## src/rtl/compare_stream.sv

```systemverilog
// Registered magnitude comparator on a valid/ready stream, with running
// min/max of A and saturating equal/sample counters.
module compare_stream #(
    parameter int WIDTH  = 4,
    parameter bit SIGNED = 1'b0,
    parameter int CNT_W  = 8
) (
    input  logic             clk,
    input  logic             reset,
    input  logic             in_valid,
    output logic             in_ready,
    input  logic [WIDTH-1:0] A,
    input  logic [WIDTH-1:0] B,
    input  logic             clear,
    output logic             out_valid,
    input  logic             out_ready,
    output logic [5:0]       Y,
    output logic [WIDTH-1:0] min_a,
    output logic [WIDTH-1:0] max_a,
    output logic [CNT_W-1:0] eq_count,
    output logic [CNT_W-1:0] sample_count,
    output logic             overflow,
    output logic             dbg_tracking
);

    // Handshake: a pair moves on a cycle where in_valid & in_ready; a result
    // moves on a cycle where out_valid & out_ready. in_ready is
    // !out_valid | out_ready, so Y never changes while it is stalled.

    typedef enum logic {
        ST_EMPTY = 1'b0,
        ST_TRACK = 1'b1
    } track_state_t;

    localparam logic [CNT_W-1:0] CNT_MAX = '1;
    localparam logic [CNT_W-1:0] CNT_ONE = CNT_W'(1);

    track_state_t     state_q;
    logic             out_valid_q;
    logic [5:0]       y_q;
    logic [5:0]       y_d;
    logic [WIDTH-1:0] min_q;
    logic [WIDTH-1:0] max_q;
    logic [CNT_W-1:0] eq_q;
    logic [CNT_W-1:0] cnt_q;
    logic             ovf_q;

    logic accept;
    logic a_eq_b;
    logic a_lt_b;
    logic a_gt_b;
    logic restart;

    function automatic logic less(input logic [WIDTH-1:0] x, input logic [WIDTH-1:0] y);
        if (SIGNED) begin
            return $signed(x) < $signed(y);
        end
        return x < y;
    endfunction

    assign in_ready = !out_valid_q || out_ready;
    assign accept   = in_valid && in_ready;

    assign a_eq_b = (A == B);
    assign a_lt_b = less(A, B);
    assign a_gt_b = less(B, A);
    assign y_d    = {a_eq_b, !a_eq_b, a_gt_b, a_lt_b, a_gt_b || a_eq_b, a_lt_b || a_eq_b};

    // A clear in the same cycle as an accept restarts with that sample.
    assign restart = accept && (clear || (state_q == ST_EMPTY));

    always_ff @(posedge clk or posedge reset) begin
        if (reset) begin
            out_valid_q <= 1'b0;
            y_q         <= '0;
        end else if (accept) begin
            out_valid_q <= 1'b1;
            y_q         <= y_d;
        end else if (out_ready) begin
            out_valid_q <= 1'b0;
        end
    end

    always_ff @(posedge clk or posedge reset) begin
        if (reset) begin
            state_q <= ST_EMPTY;
            min_q   <= '0;
            max_q   <= '0;
            eq_q    <= '0;
            cnt_q   <= '0;
            ovf_q   <= 1'b0;
        end else if (restart) begin
            state_q <= ST_TRACK;
            min_q   <= A;
            max_q   <= A;
            cnt_q   <= CNT_ONE;
            eq_q    <= a_eq_b ? CNT_ONE : '0;
            ovf_q   <= 1'b0;
        end else if (clear) begin
            state_q <= ST_EMPTY;
            min_q   <= '0;
            max_q   <= '0;
            eq_q    <= '0;
            cnt_q   <= '0;
            ovf_q   <= 1'b0;
        end else if (accept) begin
            if (less(A, min_q)) begin
                min_q <= A;
            end
            if (less(max_q, A)) begin
                max_q <= A;
            end
            // Counters stick at all-ones; the accept that would wrap flags overflow.
            if (cnt_q != CNT_MAX) begin
                cnt_q <= cnt_q + CNT_ONE;
            end else begin
                ovf_q <= 1'b1;
            end
            if (a_eq_b) begin
                if (eq_q != CNT_MAX) begin
                    eq_q <= eq_q + CNT_ONE;
                end else begin
                    ovf_q <= 1'b1;
                end
            end
        end
    end

    assign out_valid    = out_valid_q;
    assign Y            = y_q;
    assign min_a        = min_q;
    assign max_a        = max_q;
    assign eq_count     = eq_q;
    assign sample_count = cnt_q;
    assign overflow     = ovf_q;
    assign dbg_tracking = (state_q == ST_TRACK);

endmodule

```

## config.mk

```make
export PLATFORM = sky130hd
export DESIGN_NAME = compare_stream
export DESIGN_NICKNAME = d
export VERILOG_FILES = /design/src/rtl/compare_stream.sv
export SDC_FILE = /design/constraint.sdc
export NUM_CORES = 1
export LEC_CHECK = 0
export BUFFER_PORTS_ARGS = -buffer_cell sky130_fd_sc_hd__clkbuf_2
export CORE_ASPECT_RATIO = 1.2
export CORE_MARGIN = 1.5
export CORE_UTILIZATION = 30
export DETAILED_ROUTE_END_ITERATION = 8
export PLACE_DENSITY_LB_ADDON = 0.2
export SLEW_MARGIN = 10
export SYNTH_ARGS = -nofsm -noshare
export SYNTH_HDL_FRONTEND = slang
export SYNTH_SLANG_ARGS = --single-unit
export TNS_END_PERCENT = 5
```

## constraint.sdc

```tcl
create_clock -name clk -period 2.2 [get_ports clk]
set_input_delay 0.22 -clock clk [delete_from_list [all_inputs] [get_ports clk]]
set_output_delay 0.22 -clock clk [all_outputs]
set_load 0.01 [all_outputs]
```

==> metrics.yaml <==
status:
  status: "finished clean"
power_and_ir_drop:
  power.density_mw_per_mm2: 669
  fin_total_pwr_mw: 1.56
  peakVddDrop_uv: 395
  p_leak_nw: 1.11
worst_setup_path:
  end_kind: "flip-flop"
  path_cells: "ha_1 -> nand3_1 -> o21ai_2 -> or4_1 -> a21oi_1"
  cp_slowest_cell: "or4_1"
  path_max_fanout: 13
  cpPeakStageDelay_ns: 0.50
  arrival_ns: 1.97
  rr_startpoint: "eq_count[0]$_DFFE_PP0P_"
  critical_path_required_ns: 2.40
  critPathLaunchType: "flip-flop"
  reg2reg_slack_ns: 0.43
  r2r_end: "eq_count[2]$_DFFE_PP0P_"
  rr_worst_depth: 5
  critPathLaunch: "eq_count[0]$_DFFE_PP0P_"
  critPathKind: "reg -> reg"
finish:
  final_cell_area_sq_mm: 0.00234
  seq_area_sq_um: 826
  instances_no_fill: 325
  synthToLayoutAreaGrowth_pct: 22.0
  layout-drive-gt1-share_pct: 25.1
  multi_input_area_sq_um: 982
  nNetsFinal: 267
  final_core_util_pct: 38.4
  fill_cells: 656
  diodes: 0
logic_synthesis:
  synth_area_leaders: "dfrtp_1, ha_1, a21oi_1"
  ys_warn_count: 0
  yosysTopAreaCellShare_pct: 43.1
  synthMuxAreaShare_pct: 1.57
  ys_seq_elements: 33
  synth_simple_gate_area_share_pct: 20.4
  synth_compound_area_share_pct: 21.3
  synth_top_family_by_area: "compound AO/OA/AOI/OAI gates"
  synthXorXnorAreaFrac_pct: 0
  synthCells: 195
  ys_types: 40
  ys_seq_area_share_pct: 43.1
  avgSynthCellArea_sq_um: 9.82
  synth_area_leader_cell: "dfrtp_1"
  syn_area_sq_mm: 0.00192
  synth-adder-area-share_pct: 7.84
  syn_nets: 220
placement:
  place_ws_ns: 0.264
  dpl.hpwl_mm: 3.35
  dp_cells: 317
  place_area_sq_mm: 0.00222
  port_buffers: 46
  place_congestion: 0.743
floorplanning:
  io_pins: 47
  num_rows: 31
  dieWidth_um: 75.9
  dieArea_sq_mm: 0.00688
  start_util_pct: 31.5
  core_area_sq_mm: 0.00609
  die_y_um: 90.5
clock_tree:
  htreeDepth: 2
  cts.repair.resized: 0
  cts_sinks: 33
  cts-buffers-inserted: 5
  cts_max_path_buffers: 2
  cts_setup_buffers: 0
  clock_latency_ns: 0.29
  cts_root_buf: "clkbuf_8"
  postCtsHoldBufs: 0
  clk_pin_slew_ns: 0.07
  cts_tree: "built"
sta:
  fin_setup_tns_ns: 0
  worst_pin_slew_ns: 0.566
  final.min_clock_period_ns: 1.77
  max_freq_mhz: 564
  holdWs_ns: 0.00505
  hold_viol: 0
  maxSlewViolCount: 0
  fin_ws_ns: 0.426
  rsz0062_at_grt: "false"
  finalSetupViolations: 0
  period_share_pct: 80.7
  slew-limit-headroom_pct: 62.2
  fin_skew_ns: 0.00557
drt:
  route.vias.total: 1658
  drt_iter0_drc: 104
  vias_per_cell: 5.10
  wirelength_mm: 4.57
  drtPass1Iterations: 4
  drc: 0
  wl_per_cell_um: 14.0
  drtAntennaViolNets: 0
grt:
  grt_max_degree: 34
  antenna_found_initial: 0
  grt.overflow.total: 0
  grt_pass1_vias: 1664
  gr-usage-all-layers_pct: 14.4
  grt_pass1_wl_mm: 8.05
run:
  drv_cap: 0
hold_path:
  hold_path.class: "in -> async"
==> where the power goes <==
part | internal, mW | switching [mW] | leakage [nW]
Sequential | 0.650 | 0.0386 | 0.431
Combinational | 0.114 | 0.164 | 0.617
Clock | 0.369 | 0.229 | 0.0585
==> cell usage after synthesis, drive strengths merged <==
cell and instances:
dfrtp 33, nand2 18, a21oi 17, inv 14, ha 12, o31ai 9
or4 9, a22o 8, o21ai 8, buf 7, nand2b 6, nand3 6
nor2 5, nand4 4, nor2b 4, a31oi 3, and2 3, and4 3
mux2i 3, nor4 3, o21a 3, a211o 2, and3b 2, nand3b 2
o311ai 2, o41ai 2, a21o 1, clkbuf 1, nor3 1, o211a 1
o211ai 1, o32ai 1, or3b 1
==> critical path: cells and delay by family (launching register included) <==
family	cells	cell delay (ns)
simple gates	2	0.64
compound gates	2	0.35
fa+ha+maj	1	0.27
flops	1	0.44
==> routing by layer <==
layer	routed length, um	global-route usage [%]	vias to the layer above	share of wire, %
met3	206	3.43	6	4.5
met2	2120	23.3	39	46
li1	-	-	828	-
met1	2180	19.0	785	48
met5	0	0	-	0
met4	57	4.17	0	1.2
==> flip-flops by register name, indices dropped and copies added, names as in the netlist <==
register and flops:
out_valid 1, overflow 1, Y 6, max_a 4, dbg_tracking 1, eq_count 8
sample_count 8, min_a 4
==> worst max-delay path by stage <==
stage                         endpoint  cells past startpoint
3_3_place_gp   eq_count[3]$_DFFE_PP0P_                      7
2_1_floorplan  eq_count[2]$_DFFE_PP0P_                      6
3_5_place_dp   eq_count[2]$_DFFE_PP0P_                      7
5_1_grt        eq_count[0]$_DFFE_PP0P_                      5
4_1_cts        eq_count[2]$_DFFE_PP0P_                      5
6_report       eq_count[2]$_DFFE_PP0P_                      5
==> cells in the final DEF, fill, tap and decap left out, types with 4 or more instances in the layout <==
cell type | Yosys | layout
clkbuf_2 | 1 | 46
dfrtp_1 | 33 | 33
nand2_1 | 18 | 18
a21oi_1 | 17 | 16
inv_1 | 14 | 14
ha_1 | 12 | 12
o31ai_1 | 9 | 9
or4_1 | 9 | 9
a22o_1 | 8 | 8
nand3_1 | 6 | 6
nand2b_1 | 6 | 6
clkbuf_8 | 0 | 6
o21ai_0 | 5 | 5
nor2_1 | 5 | 5
nor2b_1 | 4 | 4
==> area by class of cell <==
cell class              instances  share of cell area, %
clock inverters                 1                   1.28
inverters                      14                   2.25
flip-flops and latches         33                   35.3
repair buffers                 48                   11.0
multi-input cells             140                   42.0
well taps                      82                   4.39
clock buffers                   7                   3.69
==> logic make-up (layout without fill, tap and decap cells) <==
family	Yosys count	after routing
multiplexers	3	3
flip-flops	33	33
buffers and inverters	22	70
adder cells (fa/ha/maj)	12	12
AO/OA/AOI/OAI	58	58
AND/OR/NAND/NOR	67	67
(Power assumes the default switching activity.)
